### src/rtl/parking_pkg.sv
// Shared types and default timing constants for the parking-gate front end.
// Also used by the gate controller so both agree on state encoding and timing.
package parking_pkg;

    typedef enum logic [2:0] {
        IDLE   = 3'd0,
        DIGIT1 = 3'd1,
        DIGIT2 = 3'd2,
        READY  = 3'd3,
        LOCKED = 3'd4
    } entry_state_t;

    typedef logic [1:0] digit_t;

    localparam int unsigned DEBOUNCE_CYCLES_DEFAULT = 16;
    localparam int unsigned ENTRY_TIMEOUT_DEFAULT   = 1000;
    localparam int unsigned MAX_RETRIES_DEFAULT     = 3;

    function automatic logic is_entering(input entry_state_t s);
        return (s == DIGIT1) || (s == DIGIT2);
    endfunction

endpackage

### src/rtl/parking_debounce.sv
// Single-bit debouncer: dout follows din only after din has differed from
// dout for DEBOUNCE_CYCLES consecutive samples (DEBOUNCE_CYCLES >= 2).
module parking_debounce #(
    parameter int unsigned DEBOUNCE_CYCLES = 16
) (
    input  logic clk,
    input  logic reset_n,
    input  logic din,
    output logic dout
);

    localparam int unsigned         CNT_W    = $clog2(DEBOUNCE_CYCLES);
    localparam logic [CNT_W-1:0]    CNT_LAST = CNT_W'(DEBOUNCE_CYCLES - 1);

    logic [CNT_W-1:0] count;

    // NOTE: sequential state uses non-blocking assignments only, so every
    // always_ff reads the pre-edge value of its neighbours.
    always_ff @(posedge clk or negedge reset_n) begin
        if (!reset_n) begin
            count <= '0;
            dout  <= 1'b0;
        end else if (din == dout) begin
            count <= '0;
        end else if (count == CNT_LAST) begin
            count <= '0;
            dout  <= din;
        end else begin
            count <= count + 1'b1;
        end
    end

endmodule

### src/rtl/parking_code_entry.sv
// Front end of the parking gate: debounced car sensors and two-digit code capture.
// Build option PARKING_LOCKOUT_EN adds a retry counter and a LOCKED state.
module parking_code_entry
    import parking_pkg::*;
#(
    parameter int unsigned DEBOUNCE_CYCLES = DEBOUNCE_CYCLES_DEFAULT,
    parameter int unsigned ENTRY_TIMEOUT   = ENTRY_TIMEOUT_DEFAULT,
    parameter int unsigned MAX_RETRIES     = MAX_RETRIES_DEFAULT
) (
    input  logic       clk,
    input  logic       reset_n,
    input  logic       raw_entrance,
    input  logic       raw_exit,
    input  logic       key_valid,
    input  logic [1:0] key_digit,
    input  logic       key_clear,
    output logic       sensor_entrance,
    output logic       sensor_exit,
    output logic [1:0] password_1,
    output logic [1:0] password_2,
    output logic       code_ready,
    output logic       entry_busy,
    output logic       lockout
);

    localparam int unsigned          TIMER_W    = $clog2(ENTRY_TIMEOUT);
    localparam logic [TIMER_W-1:0]   TIMER_LAST = TIMER_W'(ENTRY_TIMEOUT - 1);

    entry_state_t       state_q, state_d;
    digit_t             pw1_q, pw1_d, pw2_q, pw2_d;
    logic [TIMER_W-1:0] timer_q, timer_d;
    logic               entrance_q;
    logic               entrance_rise;
    logic               in_digit;

`ifdef PARKING_LOCKOUT_EN
    localparam int unsigned          RETRY_W     = $clog2(MAX_RETRIES + 1);
    localparam logic [RETRY_W-1:0]   RETRY_LIMIT = RETRY_W'(MAX_RETRIES);

    logic [RETRY_W-1:0] retry_q, retry_d;
`endif

    parking_debounce #(.DEBOUNCE_CYCLES(DEBOUNCE_CYCLES)) u_deb_entrance (
        .clk     (clk),
        .reset_n (reset_n),
        .din     (raw_entrance),
        .dout    (sensor_entrance)
    );

    parking_debounce #(.DEBOUNCE_CYCLES(DEBOUNCE_CYCLES)) u_deb_exit (
        .clk     (clk),
        .reset_n (reset_n),
        .din     (raw_exit),
        .dout    (sensor_exit)
    );

    assign entrance_rise = sensor_entrance & ~entrance_q;
    assign in_digit      = is_entering(state_q);
    assign password_1    = pw1_q;
    assign password_2    = pw2_q;

    // Priority: car gone > key_clear > timeout > key_valid.
    always_comb begin
        // NOTE: every variable gets a default first so no path leaves it
        // unassigned, which would infer a latch.
        state_d = state_q;
        pw1_d   = pw1_q;
        pw2_d   = pw2_q;
        timer_d = '0;
`ifdef PARKING_LOCKOUT_EN
        retry_d = retry_q;
`endif

        if (state_q == IDLE) begin
            if (entrance_rise) begin
                state_d = DIGIT1;
            end
        end else if (!sensor_entrance) begin
            state_d = IDLE;
            pw1_d   = '0;
            pw2_d   = '0;
`ifdef PARKING_LOCKOUT_EN
            retry_d = '0;
        end else if (state_q == LOCKED) begin
            state_d = LOCKED;
`endif
        end else if (key_clear) begin
            state_d = DIGIT1;
            pw1_d   = '0;
            pw2_d   = '0;
`ifdef PARKING_LOCKOUT_EN
            retry_d = retry_q + 1'b1;
            if (retry_d == RETRY_LIMIT) begin
                state_d = LOCKED;
            end
`endif
        end else if (in_digit && (timer_q == TIMER_LAST)) begin
            state_d = DIGIT1;
            pw1_d   = '0;
            pw2_d   = '0;
        end else if (key_valid && (state_q == DIGIT1)) begin
            pw1_d   = key_digit;
            state_d = DIGIT2;
        end else if (key_valid && (state_q == DIGIT2)) begin
            pw2_d   = key_digit;
            state_d = READY;
        end else if (in_digit) begin
            timer_d = timer_q + 1'b1;
        end
    end

    // Status outputs decode the next state so they line up with the transition edge.
    always_ff @(posedge clk or negedge reset_n) begin
        if (!reset_n) begin
            state_q    <= IDLE;
            pw1_q      <= '0;
            pw2_q      <= '0;
            timer_q    <= '0;
            entrance_q <= 1'b0;
            code_ready <= 1'b0;
            entry_busy <= 1'b0;
        end else begin
            state_q    <= state_d;
            pw1_q      <= pw1_d;
            pw2_q      <= pw2_d;
            timer_q    <= timer_d;
            entrance_q <= sensor_entrance;
            code_ready <= (state_d == READY);
            entry_busy <= is_entering(state_d);
        end
    end

`ifdef PARKING_LOCKOUT_EN
    always_ff @(posedge clk or negedge reset_n) begin
        if (!reset_n) begin
            retry_q <= '0;
            lockout <= 1'b0;
        end else begin
            retry_q <= retry_d;
            lockout <= (state_d == LOCKED);
        end
    end
`else
    assign lockout = 1'b0;
`endif

endmodule

### config.mk
export PLATFORM = sky130hd
export DESIGN_NAME = parking_code_entry
export DESIGN_NICKNAME = d
export VERILOG_FILES = /design/src/rtl/parking_pkg.sv /design/src/rtl/parking_debounce.sv /design/src/rtl/parking_code_entry.sv
export SDC_FILE = /design/constraint.sdc
export NUM_CORES = 1
export LEC_CHECK = 0
export BUFFER_PORTS_ARGS = -buffer_cell sky130_fd_sc_hd__buf_2
export CORE_MARGIN = 4
export CORE_UTILIZATION = 50
export DETAILED_ROUTE_END_ITERATION = 12
export GPL_TIMING_DRIVEN = 0
export HOLD_SLACK_MARGIN = 0.08
export PLACE_DENSITY = 0.7
export SLEW_MARGIN = 20
export SYNTH_ARGS = -nofsm -noshare
export SYNTH_HDL_FRONTEND = slang
export SYNTH_SLANG_ARGS = --single-unit
### constraint.sdc
create_clock -name clk -period 5.35 [get_ports clk]
set_clock_uncertainty 0.1 [all_clocks]
set_input_delay 0.535 -clock clk [delete_from_list [all_inputs] [get_ports clk]]
set_output_delay 0.535 -clock clk [all_outputs]
set_load 0.05 [all_outputs]
### After elaboration in Yosys (flattened, before gate mapping)

Cells that the tools add are included.

| word-level totals | value |
|---|---|
| bits in registers | 30 |
| input port bits | 8 |

| cells by class | value |
|---|---|
| add/subtract/negate cells | 3 |
| equality and inequality tests | 13 |
| muxes and demuxes | 27 |
| bitwise gates (word level) | 5 |
| reduce and logical (&&, ||, !) cells | 10 |

Operators by type and width:

| kind | count |
|---|---|
| $mux 10 | 7 |
| $mux 3 | 7 |
| $mux 2 | 9 |
| $mux 4 | 4 |
| $ne 4x4->1 const B | 3 |
| $add 10x1->10 const B | 1 |
| $eq 10x10->1 const B | 1 |
| $eq 3x2->1 const B | 3 |
| $add 4x1->4 const B | 2 |
| $eq 4x4->1 const B | 2 |
| $eq 3x1->1 const B | 2 |
| $reduce_and 2->1 | 3 |
| $not 1->1 | 4 |
| $logic_and 1x1->1 | 3 |
| $logic_not 3->1 | 1 |
| $reduce_and 3->1 | 1 |
| $eq 1x1->1 | 2 |
| $logic_or 1x1->1 | 2 |
| $and 1x1->1 | 1 |

### Depth between registers and ports, before layout

| logic depth | value |
|---|---|
| word-level depth | 10 |
| depth in mapped cells | 6 |
| gate-level depth less buffers | 6 |

### Cells and area by module

Synthesis repeated with hierarchy kept, for this count alone.

| unflattened totals | value |
|---|---|
| cells, all modules | 127 |
| area, all modules | 1,425.1 um^2 |

By module, submodules not included:

| module | instances | cells each | area an instance (um^2) | sequential area each (um^2) |
|---|---|---|---|---|
| parking_code_entry | 1 | 91 | 964.7 | 500.5 |
| parking_debounce | 2 | 18 | 230.2 | 125.1 |

### Least setup slack after synthesis

No wires, ideal clock.

| timing path | value |
|---|---|
| path kind | register -> register |
| start point | reg timer_q[0] |
| end point | reg pw2_q[0], in the netlist password_2[0] |
| library setup time | 122 ps |
| arrival time | 1,692 ps |
| slack | 3,436 ps |
| cell stages (with the launch flop) | 7 |
| buffers on the path | 0 |
| period minus slack after synthesis | 1,914 ps |
| cell sequence | dfrtp_1 ha_1 or3b_4 nor4_4 or2_4 o21ai_2 a32o_1 |

| between the ends | value |
|---|---|
| longest elaborated chain between the ends | 5 |

Ends and longest elaborated chain:

| element | line | RTL |
|---|---|---|
| from (decl) | parking_code_entry.sv:31 | `logic [TIMER_W-1:0] timer_q, timer_d;` |
| from (signal assigned) | parking_code_entry.sv:126 | `timer_q <= timer_d;` |
| $eq 10x10->1 * | parking_code_entry.sv:97 | `end else if (in_digit && (timer_q == TIMER_LAST)) begin` |
| $logic_and 1x1->1 * | parking_code_entry.sv:97 |  |
| $mux 2 | parking_code_entry.sv:97 |  |
| $mux 2 | parking_code_entry.sv:87 | `end else if (key_clear) begin` |
| $mux 2 | parking_code_entry.sv:78 | `end else if (!sensor_entrance) begin` |
| to (signal assigned) | parking_code_entry.sv:125 | `pw2_q <= pw2_d;` |
| to (decl) | parking_code_entry.sv:30 | `digit_t pw1_q, pw1_d, pw2_q, pw2_d;` |

Mark *: on every way between the ends. The rest lies on a longest branch, timed or not.
A chain may end at the register's enable or synchronous reset.

### Worst setup path in the final report

Ends and elaborated chain as after synthesis.

==> flow_metrics.env <==
export IMPL_die_width_um=60.6
export IMPL_ys_warn_count=0
export IMPL_grt_pass1_vias=972
export IMPL_max_slew_margin_rel_pct=51.4
export IMPL_drtPass1Iterations=4
export IMPL_area_growth_pct=13.7
export IMPL_end_kind="register"
export IMPL_setup_viol=0
export IMPL_diodes=0
export IMPL_path_delay_family="simple AND/OR/NAND/NOR gates"
export IMPL_period_needed_ns=2.04
export IMPL_core_sq_um=2570
export IMPL_synth_edf_count=0
export IMPL_post_synth_instance_area_sq_um=1380
export IMPL_ys_flop_type="dfrtp_1"
export IMPL_crit_fanout=4
export IMPL_required_ns=5.46
export IMPL_cpPeakStageDelay_ns=0.41
export IMPL_cp_slowest_cell="or3b_4"
export IMPL_synth_seq_cells=30
export IMPL_startpoint_type="register"
export IMPL_synth_cells=123
export IMPL_synth_area_top_cells="dfrtp_1 54%, xnor2_1 6.3%, nor2_1 4.1%"
export IMPL_die_y_um=60.6
export IMPL_rows=18
export IMPL_numCtsBuffers=5
export IMPL_rsz0062_at_grt="no"
export IMPL_final_hold_viol_count=0
export IMPL_ant_nets=0
export IMPL_ys_seq_area_share_pct=54.2
export IMPL_die_area_sq_um=3670
export IMPL_postCtsSetupBuffers=0
export IMPL_place_gp_congestion=0.839
export IMPL_cp_arrival_ns=2.15
export IMPL_fmax_mhz=491
export IMPL_cts_buffer_depth=2
export IMPL_setup_ws_ns=3.31
export IMPL_dpl_worst_slack_ns=3.31
export IMPL_layout_nets=156
export IMPL_cts_resized=0
export IMPL_p_comb_share_pct=11.5
export IMPL_antenna_found_initial=0
export IMPL_htree_num_levels=2
export IMPL_peakVddDrop_v=0.000233
export IMPL_ctsRootBufferMaster="clkbuf_4"
export IMPL_clockPowerShare_pct=36.3
export IMPL_grt_pass1_wl_mm=4.08
export IMPL_fillCellCount=231
export IMPL_avgViaCountPerCell=5.47
export IMPL_grt_use_total_pct=15.1
export IMPL_path_cells="ha_1 -> or3b_4 -> nor4_4 -> or2_4 -> o21ai_2 -> a32o_1"
export IMPL_syn_avg_cell_area_sq_um=11.3
export IMPL_critPathKind="reg -> reg"
export IMPL_routed_wl_mm=2.27
export IMPL_outcome="finished, final reports clean"
export IMPL_drtIter0Drc=20
export IMPL_layout_worst_path_cycle_share_pct=38.0
export IMPL_critPathBufInv=0
export IMPL_finalSetupTns_ns=0
export IMPL_tightest_slew_ns=0.724
export IMPL_vias=963
export IMPL_netlist_cell_type_count=35
export IMPL_p_int_mw=0.355
export IMPL_path_clk_slew_ns=0.09
export IMPL_seqPwrFrac_pct=52.2
export IMPL_grt_remaining_overflow=0
export IMPL_drive_above_1_share_pct=24.7
export IMPL_synth_nets=134
export IMPL_io_pins=17
export IMPL_wl_per_cell_um=12.9
export IMPL_grt_max_degree=31
export IMPL_ys_async_sr_fraction_pct=100
export IMPL_synth_area_leader_cell="dfrtp_1"
export IMPL_maxSlewViolCount=0
export IMPL_clk_latency_ns=0.32
export IMPL_dpl_hpwl_mm=1.65
export IMPL_synth_common_cells="30 x dfrtp_1, 15 x nor2_1, 10 x xnor2_1"
export IMPL_holdBufCountCts=0
export IMPL_start_util_pct=53.9
export IMPL_p_per_area_nw_per_um2=303
export IMPL_hp_class="in -> async"
export IMPL_switchingPower_mw=0.122
export IMPL_io_buffers=15
export IMPL_p_leak_nw=0.720
export IMPL_clock_sinks=30
export IMPL_swShare_pct=25.5
export IMPL_drv_cap=0
export IMPL_cts_tree="yes"
export IMPL_drc_errors=0
export IMPL_synth_top_area_share_pct=54.2
export IMPL_synthMostInstantiatedCell="dfrtp_1"
[through the flow]
| step | cells | hold slack (ns) | total power [mW] | area, sq um | utilization, % |
|---|---|---|---|---|---|
| after floorplan | 123 | 0.139 | 0.291 | 1380 | - |
| after global placement | 168 | 0.369 | 0.306 | 1500 | 58.3 |
| after detailed placement | 168 | 0.377 | 0.309 | 1500 | 58.3 |
| after CTS | 176 | 0.133 | 0.485 | 1570 | 61.3 |
| after global routing | 176 | 0.153 | 0.504 | 1570 | 61.3 |
| final | 176 | 0.118 | 0.477 | 1570 | 61.3 |
[layer usage]
metal | wire [um] | share of wire (%) | vias to the layer above | GRT usage [%]
met3 | 127 | 5.6 | 5 | 5.74
met4 | 42 | 1.8 | 0 | 6.50
met2 | 1090 | 48 | 17 | 24.9
met5 | 0 | 0 | - | 0
li1 | - | - | 474 | -
met1 | 1010 | 45 | 467 | 17.5
[layout by cell type (no fill, tap or decap), types with 3 or more instances in the layout]
cell type / instances
a21oi_1: 5
a32o_1: 4
xor2_1: 3
and3_1: 3
xnor2_1: 10
o21ai_0: 3
nor2_1: 15
ha_1: 3
nand2_1: 4
clkbuf_4: 5
dfrtp_1: 30
nor3_1: 3
inv_1: 6
nand3_1: 6
buf_2: 15
[logic make-up (layout without fill, tap and decap cells)]
family | after synthesis | count (layout) | synth area share [%]
AND/OR/NAND/NOR | 49 | 49 | 20.7
flip-flops | 30 | 30 | 54.2
AO/OA/AOI/OAI | 17 | 17 | 9.31
XOR/XNOR | 13 | 13 | 8.23
buffers and inverters | 7 | 30 | 2.17
adder cells (fa/ha/maj) | 3 | 3 | 2.71
multiplexers | 3 | 3 | 2.35
other | 1 | 1 | 0.271
[final timing paths]
check | to | slack, ns | from | depth (start not counted)
max in group asynchronous | timer_q[3] | 4.61 | reset_n | 1
hold reg to reg | password_2[1] | 0.39 | password_2[1] | 1
min in group clk | u_deb_exit.dout | 0.36 | raw_exit | 2
hold / removal | state_q[2] | 0.12 | reset_n | 1
setup reg to reg | password_2[0] | 3.31 | timer_q[0] | 6
setup / recovery | password_2[0] | 3.31 | timer_q[0] | 6
[cell type report]
type	count	area [sq um]	area share, %
plain buffers	1	7.51	0.477
clock buffers	5	37.5	2.38
clock inverters	3	40.0	2.54
inverters	6	22.5	1.43
multi-input cells	86	603	38.3
flip-flops and latches	30	751	47.7
well taps	30	37.5	2.38
repair buffers	15	75.1	4.77
[sequential cells by signal, summed over array words and instances (netlist names)]
signal	cells
timer_q	10
u_deb_entrance.count	4
u_deb_exit.count	4
state_q	3
password_1	2
password_2	2
code_ready	1
entrance_q	1
entry_busy	1
u_deb_entrance.dout	1
u_deb_exit.dout	1
[power by group through the flow]
stage	Combinational, mW	Clock [mW]	Sequential, mW
CTS	0.0558	0.180	0.249
detailed placement	0.0558	0	0.253
global placement	0.0537	0	0.252
floorplan	0.0293	0	0.262
global route	0.0619	0.190	0.252
finish	0.0549	0.173	0.249
No activity file was read; power rests on OpenSTA's default activity.
